## src/rtl/instr_fetch.sv

```systemverilog
// ---------------------------------------------------------------------------
// instr_fetch
//
// Instruction fetch unit. It holds the program counter, drives it into a
// combinational instruction ROM, and registers each returned instruction into
// a single output slot that the decoder drains with a valid/ready handshake.
// Control transfers (BRZ, opcode 3'b110; JMP, opcode 3'b111) are resolved
// here. Their source register rsA is read through a dedicated register-file
// port, so the decoder never has to redirect the PC.
//
// Ports
//   clk            rising-edge clock
//   rst            synchronous, active-high reset
//   instr_address  ROM address; always the current PC
//   instruction    ROM read data, valid in the same cycle
//   instr_out      registered instruction offered to the decoder
//   instr_pc       address that instr_out was fetched from
//   instr_valid    instr_out holds an instruction not yet consumed
//   instr_ready    decoder takes instr_out at the next edge
//   rs_a_addr      register-file read address (branch rsA), 0 when idle
//   reg_a_data     register-file read data for rs_a_addr
//   reg_a_ready    reg_a_data is free of pending writes and may be used
//   resolving      high while a branch/jump target is being resolved
// ---------------------------------------------------------------------------
module instr_fetch #(
    parameter int BUS_WIDTH = 16
) (
    input  logic                 clk,
    input  logic                 rst,
    output logic [BUS_WIDTH-1:0] instr_address,
    input  logic [BUS_WIDTH-1:0] instruction,
    output logic [BUS_WIDTH-1:0] instr_out,
    output logic [BUS_WIDTH-1:0] instr_pc,
    output logic                 instr_valid,
    input  logic                 instr_ready,
    output logic [2:0]           rs_a_addr,
    input  logic [BUS_WIDTH-1:0] reg_a_data,
    input  logic                 reg_a_ready,
    output logic                 resolving
);

    localparam logic [2:0]           OP_BRZ = 3'b110;
    localparam logic [2:0]           OP_JMP = 3'b111;
    localparam logic [BUS_WIDTH-1:0] PC_INC = 1;

    typedef enum logic {
        FETCH   = 1'b0,
        RESOLVE = 1'b1
    } state_t;

    // Architectural and slot state.
    state_t               state_q,     state_d;
    logic [BUS_WIDTH-1:0] pc_q,        pc_d;
    logic [BUS_WIDTH-1:0] instr_out_q, instr_out_d;
    logic [BUS_WIDTH-1:0] instr_pc_q,  instr_pc_d;
    logic                 valid_q,     valid_d;

    // Captured branch fields. Only the bits that resolution needs are kept.
    logic                 br_jmp_q,    br_jmp_d;
    logic [2:0]           br_rs_q,     br_rs_d;
    logic [5:0]           br_off_q,    br_off_d;

    logic                 slot_free;

    // Opcode field of an instruction word.
    function automatic logic [2:0] opcode(input logic [BUS_WIDTH-1:0] ins);
        return ins[BUS_WIDTH-1 -: 3];
    endfunction

    function automatic logic is_branch(input logic [BUS_WIDTH-1:0] ins);
        return (opcode(ins) == OP_BRZ) || (opcode(ins) == OP_JMP);
    endfunction

    // 6-bit two's-complement branch displacement, sign-extended to PC width.
    function automatic logic [BUS_WIDTH-1:0] sext_off(input logic [5:0] raw);
        return {{(BUS_WIDTH-6){raw[5]}}, raw};
    endfunction

    // Next PC once rsA is readable. The PC still points at the branch itself
    // while resolving, so BRZ offsets are relative to the branch address.
    // All arithmetic wraps modulo 2^BUS_WIDTH.
    function automatic logic [BUS_WIDTH-1:0] resolve_target(
        input logic                 is_jmp,
        input logic [5:0]           off,
        input logic [BUS_WIDTH-1:0] pc,
        input logic [BUS_WIDTH-1:0] rdata
    );
        logic [BUS_WIDTH-1:0] target;
        if (is_jmp) begin
            target = rdata;
        end else if (rdata == '0) begin
            target = pc + sext_off(off);
        end else begin
            target = pc + PC_INC;
        end
        return target;
    endfunction

    // The slot can accept a new instruction when it is empty, or when the
    // decoder drains it at the same edge (consume-and-refill).
    assign slot_free = !valid_q || instr_ready;

    // Next-state and slot logic
    always_comb begin
        state_d     = state_q;
        pc_d        = pc_q;
        instr_out_d = instr_out_q;
        instr_pc_d  = instr_pc_q;
        valid_d     = valid_q;
        br_jmp_d    = br_jmp_q;
        br_rs_d     = br_rs_q;
        br_off_d    = br_off_q;

        case (state_q)
            FETCH: begin
                if (slot_free) begin
                    instr_out_d = instruction;
                    instr_pc_d  = pc_q;
                    valid_d     = 1'b1;
                    if (is_branch(instruction)) begin
                        // PC stays on the branch; the ROM is idle until the
                        // target is known.
                        br_jmp_d = (opcode(instruction) == OP_JMP);
                        br_rs_d  = instruction[5:3];
                        br_off_d = {instruction[8:6], instruction[2:0]};
                        state_d  = RESOLVE;
                    end else begin
                        pc_d = pc_q + PC_INC;
                    end
                end
            end

            RESOLVE: begin
                // The branch itself still sits in the slot and may be
                // consumed; nothing refills it until fetching resumes.
                if (instr_ready) begin
                    valid_d = 1'b0;
                end
                if (reg_a_ready) begin
                    pc_d    = resolve_target(br_jmp_q, br_off_q, pc_q, reg_a_data);
                    state_d = FETCH;
                end
            end

            default: begin
                state_d = FETCH;
            end
        endcase
    end

    // Control and slot registers
    always_ff @(posedge clk) begin
        if (rst) begin
            state_q     <= FETCH;
            pc_q        <= '0;
            instr_out_q <= '0;
            instr_pc_q  <= '0;
            valid_q     <= 1'b0;
        end else begin
            state_q     <= state_d;
            pc_q        <= pc_d;
            instr_out_q <= instr_out_d;
            instr_pc_q  <= instr_pc_d;
            valid_q     <= valid_d;
        end
    end

    // Branch capture; only meaningful while RESOLVE, so no reset needed.
    always_ff @(posedge clk) begin
        br_jmp_q <= br_jmp_d;
        br_rs_q  <= br_rs_d;
        br_off_q <= br_off_d;
    end

    assign instr_address = pc_q;
    assign instr_out     = instr_out_q;
    assign instr_pc      = instr_pc_q;
    assign instr_valid   = valid_q;
    assign resolving     = (state_q == RESOLVE);
    assign rs_a_addr     = (state_q == RESOLVE) ? br_rs_q : 3'd0;

endmodule

```

## config.mk

```make
export PLATFORM = sky130hd
export DESIGN_NAME = instr_fetch
export DESIGN_NICKNAME = d
export VERILOG_FILES = /design/src/rtl/instr_fetch.sv
export SDC_FILE = /design/constraint.sdc
export NUM_CORES = 1
export LEC_CHECK = 0
export BUFFER_PORTS_ARGS = -buffer_cell sky130_fd_sc_hd__buf_2
export CORE_MARGIN = 1
export CORE_UTILIZATION = 45
export DETAILED_ROUTE_END_ITERATION = 8
export GPL_ROUTABILITY_DRIVEN = 1
export PLACE_DENSITY_LB_ADDON = 0.08
export SLEW_MARGIN = 10
export SYNTH_ARGS = -nofsm -noshare
export SYNTH_HDL_FRONTEND = slang
export SYNTH_SLANG_ARGS = --single-unit
```

## constraint.sdc

```tcl
create_clock -name clk -period 2.61 [get_ports clk]
set_input_delay 0.522 -clock clk [delete_from_list [all_inputs] [get_ports clk]]
set_output_delay 0.522 -clock clk [all_outputs]
set_load 0.01 [all_outputs]
```

==> Word level (Yosys, flattened, before mapping) <==
Index checks and enable logic that the tools add are counted.
{ "totals": {"memories": 0, "ramBits": 0, "wordCells": 39, "latchBits": 0, "in_bits": 36, "romBits": 0, "register_bits": 60} }
{ "op_classes": {"reduce_logical": 8, "n_shift": 0, "n_mul": 0, "muxes": 14, "div_mod_pow": 0, "add_sub_neg": 2, "eq_ne": 6, "n_bitwise": 1, "magnitude_cmp": 0} }
{ "op_table": {"columns": ["cell", "count"], "rows": [
  ["16-bit two-way mux", 5],
  ["16-bit one-hot mux with 2 select lines", 1],
  ["16-bit by 1-bit adder with 16-bit output (second input constant)", 1],
  ["16-bit adder", 1],
  ["16-bit zero test", 1],
  ["2-bit inequality test (second input constant)", 4],
  ["3-bit == test (second input constant)", 2],
  ["3-bit AND reduction", 2],
  ["1-bit two-way mux", 5],
  ["1-bit one-hot mux with 2 select lines", 2],
  ["2-bit AND reduction", 2],
  ["3-bit two-way mux", 1],
  ["1-bit logical OR", 2],
  ["1-bit zero test", 1],
  ["1-bit inverter", 1]
]} }

==> Longest topological paths before layout <==
Gate-level depths: netlist of the first run.
{ "logic_depth": {"ltp_word": 5, "mapped_depth": 8, "ltp_nobuf": 8} }

==> Least setup slack after synthesis of the first run <==
OpenSTA, ideal clock, no wires.
{ "synth_timing": {"path_type": "register -> register", "start": "register pc_q[0], in the netlist instr_address[0]", "end": "register pc_q[12], in the netlist instr_address[12]", "path_stages_with_launch": 9, "period_less_slack_ns": 2.337, "setup_time_ns": 0.122, "arrival_ns": 2.215, "t_required_ns": 2.488, "path_buffers": 0, "path_slack_ns": 0.273, "path_cell_list": "dfxtp_1 ha_1 fa_1 a211oi_1 o21ai_1 nand3_1 a21boi_1 o32a_1 o311a_1"} }
{ "synth_via": {"elab_chain_cells": 5} }
{ "synth_rtl": {"columns": ["element", "line_no", "rtl"], "rows": [
  ["start: declaration", "53", "logic [BUS_WIDTH-1:0] pc_q, pc_d;"],
  ["start signal: assignment", "161", "pc_q <= pc_d;"],
  ["16-bit by 1-bit adder with 16-bit output or 16-bit adder (tied branches)", "94, 128, 92", null],
  ["16-bit two-way mux", "91", "end else if (rdata == '0) begin"],
  ["16-bit two-way mux", "89", "if (is_jmp) begin"],
  ["16-bit two-way mux", "139", "if (reg_a_ready) begin"],
  ["16-bit one-hot mux with 2 select lines (*)", "114", "case (state_q)"]
]} }
Mark *: on every way between the ends. The rest lies on a longest branch, timed or not. The select of a mux whose other input is x is not followed.
A chain may end at the register's enable or synchronous reset.

==> Final worst setup path of the first run <==
{ "layout_timing": {"start": "register br_off_q[0]", "end": "register pc_q[12], in the netlist instr_address[12]"} }
{ "layout_via": {"elab_chain_cells": 5} }
{ "layout_rtl": {"columns": ["element", "line_no", "rtl"], "rows": [
  ["start: declaration", "61", "logic [5:0] br_off_q, br_off_d;"],
  ["start signal: assignment", "172", "br_off_q <= br_off_d;"],
  ["16-bit adder", "92", "target = pc + sext_off(off);"],
  ["16-bit two-way mux", "91", null],
  ["16-bit two-way mux", "89", null],
  ["16-bit two-way mux", "139", null],
  ["16-bit one-hot mux with 2 select lines", "114", null]
]} }
No other way between the ends. The select of a mux whose other input is x is not followed.

==> results of run 1 <==
## per-layer routing
| metal | GRT usage | vias up | share of wire |
|---|---|---|---|
| met1 | 0.376 | 1873 | 0.43 |
| met4 | 0.0938 | 0 | 0.018 |
| li1 | - | 1884 | - |
| met3 | 0.0572 | 16 | 0.082 |
| met5 | 0 | - | 0 |
| met2 | 0.489 | 200 | 0.47 |
## worst max path at each step
stage                     startpoint           endpoint  slack [ns]  depth (start not counted)
detailed placement       br_off_q[0]  instr_address[12]        0.18                          8
floorplan           instr_address[0]  instr_address[12]        0.27                          8
CTS                      br_off_q[0]  instr_address[12]        0.18                          8
global route             br_off_q[0]  instr_address[12]        0.02                          8
finish                   br_off_q[0]  instr_address[12]        0.19                          8
global placement         br_off_q[0]  instr_address[12]        0.22                          8
## cell families after synthesis
kind of cell	after synthesis
and+or+nand+nor	189
AOI/OAI and AO/OA	144
DFF	60
buffers and inverters	30
adders and majority gates	17
xor gates and xnor gates	15
## power by group through the flow
| stage | Combinational (mW) | Clock, mW | Sequential [mW] |
|---|---|---|---|
| CTS | 0.403 | 0.960 | 1.02 |
| global placement | 0.396 | 0 | 1.04 |
| finish | 0.404 | 0.947 | 1.02 |
| detailed placement | 0.400 | 0 | 1.04 |
| floorplan | 0.224 | 0 | 1.06 |
| global route | 0.446 | 1.01 | 1.03 |
## state kept, by name (all words and copies together) (netlist names)
name / cells
instr_out: 16
br_jmp_q: 1
instr_valid: 1
instr_address: 16
instr_pc: 16
br_off_q: 6
resolving: 1
br_rs_q: 3
## through the flow
step / area, sq um / util
after floorplan: 3640 / -
after detailed placement: 4310 / 0.554
after global placement: 4310 / 0.554
after CTS: 4530 / 0.583
after global routing: 4530 / 0.583
final: 4530 / 0.583
## layout make-up
type / count / area (sq um) / share of cell area
Clock buffer: 13 / 180 / 0.0398
Clock inverter: 3 / 41.3 / 0.00912
Inverter: 6 / 22.5 / 0.00497
Multi-Input combinational cell: 365 / 2220 / 0.490
Sequential cell: 60 / 1300 / 0.287
Tap cell: 102 / 128 / 0.0282
Timing Repair Buffer: 114 / 636 / 0.140
## layout by cell type, fill, tap and decap left out, types with 11 or more instances in the layout
master,netlist,routed
nand3_1,18,18
dfxtp_1,50,50
o21ai_0,14,14
a21oi_1,61,61
nor2_1,25,25
buf_4,0,26
nand2_1,85,85
ha_1,16,16
buf_2,3,88
clkbuf_8,0,11
==> flow_summary_export.csv, run 1 <==
group,metric,value,unit
run_status,status,"finished clean",
sta,worst_slack,0.186,ns
synth,yosys_warnings,0,
sta,max_slew.worst_pin.slew,0.545,ns
grt,gr-total-overflow,0,
route,drt-initial-drc-count,340,
sta,fin_crit_sh,0.929,
synth,avgSynthCellArea,7.99,sq um
hold_path,hold_end,"br_rs_q[0]",
grt,grt_pass1_vias,3870,
floorplan,ios,89,
clock_network,cts_buffers,9,
synth,synth_edf_count,10,
route,dr.pass1.iters,5,
synth,synth.distinct_cells,65,
synth,synthTopCellsByCount,"nand2_1, a21oi_1, dfxtp_1, nor2_1, clkbuf_1",
setup_path,r2r_cells,8,
floorplan,start_util,0.468,
place,dp.cells,647,
synth,synth-seq-area-share,0.358,
grt,grt_pass1_wl,19200,um
sta,fin_skew,0.0123,ns
setup_path,r2r_end,"instr_address[12]",
route,vias,3973,
synth,synth_top_family_by_area,"simple AND/OR/NAND/NOR gates",
setup_path,r2r-start,"br_off_q[0]",
synth,synth-compound-area-share,0.254,
sta,fin_tns_setup,0,ns
power,seqPwrFrac,0.430,
synth,synthMuxAreaShare,0,
clock_network,clk_pin_slew,0.08,ns
sta,whs,0.367,ns
sta,finalSetupViolations,0,
grt,antenna_found_initial,0,
grt,grt_max_degree,36,
synth,synth-simple-area-share,0.260,
layout,finish.net_count,609,
layout,drive_above_1_share,0.260,
power,p_total,2.37,mW
synth,synth_area_leaders,"dfxtp_1, nand2_1, a21oi_1",
power,vdd_drop_max,0.000337,V
layout,fin_cells,663,
place,pre_cts_ws,0.176,ns
synth,syn_nets,508,
synth,synth_cells,455,
floorplan,core,7770,sq um
power,p_int,1.69,mW
setup_path,crit_chain,"ha_1, fa_1, a211oi_1, o21ai_1, nand3_1, a21boi_1, o32a_1, o311a_1",
setup_path,worstPathMaxFanout,3,
power,p_leak,1.96,nW
floorplan,die_x,91.9,um
setup_path,rrSetupSlack,0.19,ns
place,dp_hpwl,8780,um
setup_path,crit_buf_inv,0,
route,viasPerCell,5.99,
sta,final_max_slew_viol_count,0,
grt,grtUsageTotal,0.292,
clock_network,post-cts-setup-buffers,0,
power,switching_share,0.287,
power,pwr-share-comb,0.170,
floorplan,die_area,8450,sq um
setup_path,critPathKind,"reg2reg",
hold_path,min_from,"instruction[3]",
clock_network,ctsResizeCount,0,
clock_network,clockBufferDepth,2,
hold_path,min_path_type,"in2reg",
setup_path,cpMaxStageDelayCell,"fa_1",
setup_path,critPathArrivalTime,2.67,ns
layout,nFillCells,764,
synth,synth_flop_cell,"dfxtp_1",
setup_path,path_delay_family,"compound AO/OA/AOI/OAI gates",
sta,relSlewSlack,0.634,
layout,synthToLayoutAreaGrowth,24.5,%
sta,finalHoldViolCount,0,
synth,synth_top_area_frac,0.275,
sta,max_freq,413,MHz
clock_network,cts_tree,"built",
place,numPortBuffers,88,
setup_path,critPathCaptureType,"register",
power,pwr-share-clk,0.399,
clock_network,root_buffer,"clkbuf_8",
flow_run,cap_violations,0,
synth,syn-cell-area,3640,sq um
clock_network,htreeDepth,3,
clock_network,hold_buffers,0,
route,routedWlPerCell,17.6,um
synth,async_flop_share,0,
synth,synth-adder-area-share,0.0605,
sta,fin_crit,2.42,ns
synth,synth_top_area_cell,"dfxtp_1",
synth,ys_ff_latch,60,
power,p_switching,682,uW
place,place_congestion,0.968,
layout,antennaDiodeCount,0,
setup_path,cp-start-kind,"register",
synth,synth.most_common_cell,"nand2_1",
hold_path,whs_path_depth,1,
clock_network,clock_sinks,60,
route,wirelength,11700,um
route,ant_nets,0,
floorplan,die_h,91.9,um
route,drc,0,
setup_path,required,2.85,ns
sta,rsz0062_at_grt,"false",
power,p_per_area,524,nW/um^2
setup_path,cp_slowest_stage_delay,0.44,ns
floorplan,core.rowCount,32,
clock_network,clock_latency,0.35,ns
synth,synthXorXnorAreaFrac,0.0361,
Note: power is estimated with default switching activity, not from simulation.
==> inputs of run 2 (changes only) <==
==> constraint.sdc (replaced) <==
create_clock -name clk -period 2.61 [get_ports clk]
set_input_delay 0.3915 -clock clk [delete_from_list [all_inputs] [get_ports clk]]
set_output_delay 0.3915 -clock clk [all_outputs]
set_load 0.01 [all_outputs]
==> flow_summary_export.csv, run 2 (same netlist as run 1, synthesis figures left out) <==
group,metric,value,unit
sta,max_freq,411,MHz
power,pwr-share-comb,0.181,
power,p_leak,1.97,nW
clock_network,cts_tree,"built",
clock_network,clock_latency,0.36,ns
power,seqPwrFrac,0.441,
power,pwr-share-clk,0.378,
clock_network,htreeDepth,3,
sta,fin_crit,2.43,ns
floorplan,start_util,0.468,
sta,max_slew.worst_pin.slew,0.553,ns
layout,nFillCells,765,
layout,final_cell_mix,"buf_2, nand2_1, a21oi_1",
sta,fin_tns_setup,0,ns
floorplan,core,7770,sq um
floorplan,core.rowCount,32,
sta,final_max_slew_viol_count,0,
clock_network,post-cts-setup-buffers,0,
floorplan,die_h,91.9,um
setup_path,worstPathMaxFanout,3,
place,dp_hpwl,8880,um
power,vdd_drop_max,0.000316,V
sta,whs,0.227,ns
setup_path,critPathArrivalTime,2.67,ns
power,p_int,1.61,mW
sta,fin_skew,0.0143,ns
route,drc,0,
route,dr.pass1.iters,5,
route,drt-initial-drc-count,224,
grt,grt_pass1_vias,3701,
layout,finish.net_count,613,
sta,relSlewSlack,0.622,
run_status,status,"finished clean",
floorplan,ios,89,
route,wirelength,11900,um
sta,finalSetupViolations,0,
clock_network,clock_sinks,60,
hold_path,min_path_type,"in2reg",
grt,grt_pass1_wl,19200,um
floorplan,die_x,91.9,um
layout,final_common_cell,"buf_2",
grt,grt_max_degree,34,
sta,finalHoldViolCount,0,
floorplan,die_area,8450,sq um
clock_network,cts_buffers,9,
place,numPortBuffers,88,
sta,rsz0062_at_grt,"false",
setup_path,cpMaxStageDelayCell,"fa_1",
route,ant_nets,0,
setup_path,required,2.85,ns
place,place_congestion,0.936,
layout,antennaDiodeCount,0,
route,viasPerCell,5.92,
setup_path,critPathCaptureType,"register",
flow_run,cap_violations,0,
power,switching_share,0.300,
grt,antenna_found_initial,0,
setup_path,crit_chain,"ha_1, fa_1, a211oi_2, o21ai_1, nand3_1, a21boi_1, o32a_1, o311a_1",
setup_path,critPathKind,"reg2reg",
layout,drive_above_1_share,0.265,
clock_network,root_buffer,"clkbuf_8",
clock_network,clk_pin_slew,0.07,ns
layout,synthToLayoutAreaGrowth,24.7,%
power,p_per_area,507,nW/um^2
route,vias,3949,
setup_path,cp-start-kind,"register",
grt,grtUsageTotal,0.295,
route,routedWlPerCell,17.9,um
sta,fin_crit_sh,0.932,
power,p_switching,690,uW
grt,gr-total-overflow,0,
clock_network,clockBufferDepth,2,
setup_path,cp_slowest_stage_delay,0.46,ns
## run 2: stage by stage
| step | power, mW | instances | setup slack (ns) | area [sq um] | utilization |
|---|---|---|---|---|---|
| final | 2.30 | 667 | 0.179 | 4540 | 0.584 |
| after global routing | 2.40 | 667 | 0.0157 | 4540 | 0.584 |
| after CTS | 2.31 | 667 | 0.133 | 4530 | 0.583 |
| after detailed placement | 1.44 | 651 | 0.148 | 4340 | 0.558 |
| after global placement | 1.44 | 651 | 0.206 | 4340 | 0.558 |
| after floorplan | 1.28 | 455 | 0.273 | 3640 | - |
## run 2: worst paths after layout
path | startpoint | end | slack [ns] | cells after the start
worst min register to register | instr_out[14] | instr_out[14] | 0.45 | 2
worst max-delay path | br_off_q[0] | instr_address[12] | 0.18 | 8
worst max register to register | br_off_q[0] | instr_address[12] | 0.18 | 8
worst min-delay path | instruction[3] | br_rs_q[0] | 0.23 | 1
## run 2: power groups by stage
stage | clock (mW) | sequential [mW] | combinational [mW]
3_5_place_dp | 0 | 1.03 | 0.410
3_3_place_gp | 0 | 1.03 | 0.405
2_1_floorplan | 0 | 1.06 | 0.224
6_report | 0.869 | 1.01 | 0.416
5_1_grt | 0.923 | 1.02 | 0.460
4_1_cts | 0.881 | 1.01 | 0.412
## run 2: timing repair
action	CTS	global route
hold buffers	0	0
resized for setup	0	1
endpoints found under the hold margin	0	0
endpoints found under the setup margin	0	1
## run 2: final cells by class
type / instances / area [sq um] / share of cell area
Timing Repair Buffer: 118 / 666 / 0.147
Tap cell: 102 / 128 / 0.0281
Sequential cell: 60 / 1300 / 0.287
Multi-Input combinational cell: 365 / 2220 / 0.490
Clock inverter: 4 / 50.0 / 0.0110
Inverter: 6 / 22.5 / 0.00496
Clock buffer: 12 / 145 / 0.0320
## run 2: per-layer routing
metal | vias up | wire [um] | part of all wire | track usage
li1 | 1898 | - | - | -
met1 | 1839 | 5300 | 0.44 | 0.392
met2 | 194 | 5480 | 0.46 | 0.473
met3 | 18 | 954 | 0.080 | 0.0680
met4 | 0 | 187 | 0.016 | 0.0924
met5 | - | 0 | 0 | 0
## run 2: critical path, delay by kind of cell (launching register included)
kind	cells	cell delay (ns)
compound gates	5	1.10
simple gates	1	0.18
fa+ha+maj	2	0.68
flops	1	0.37
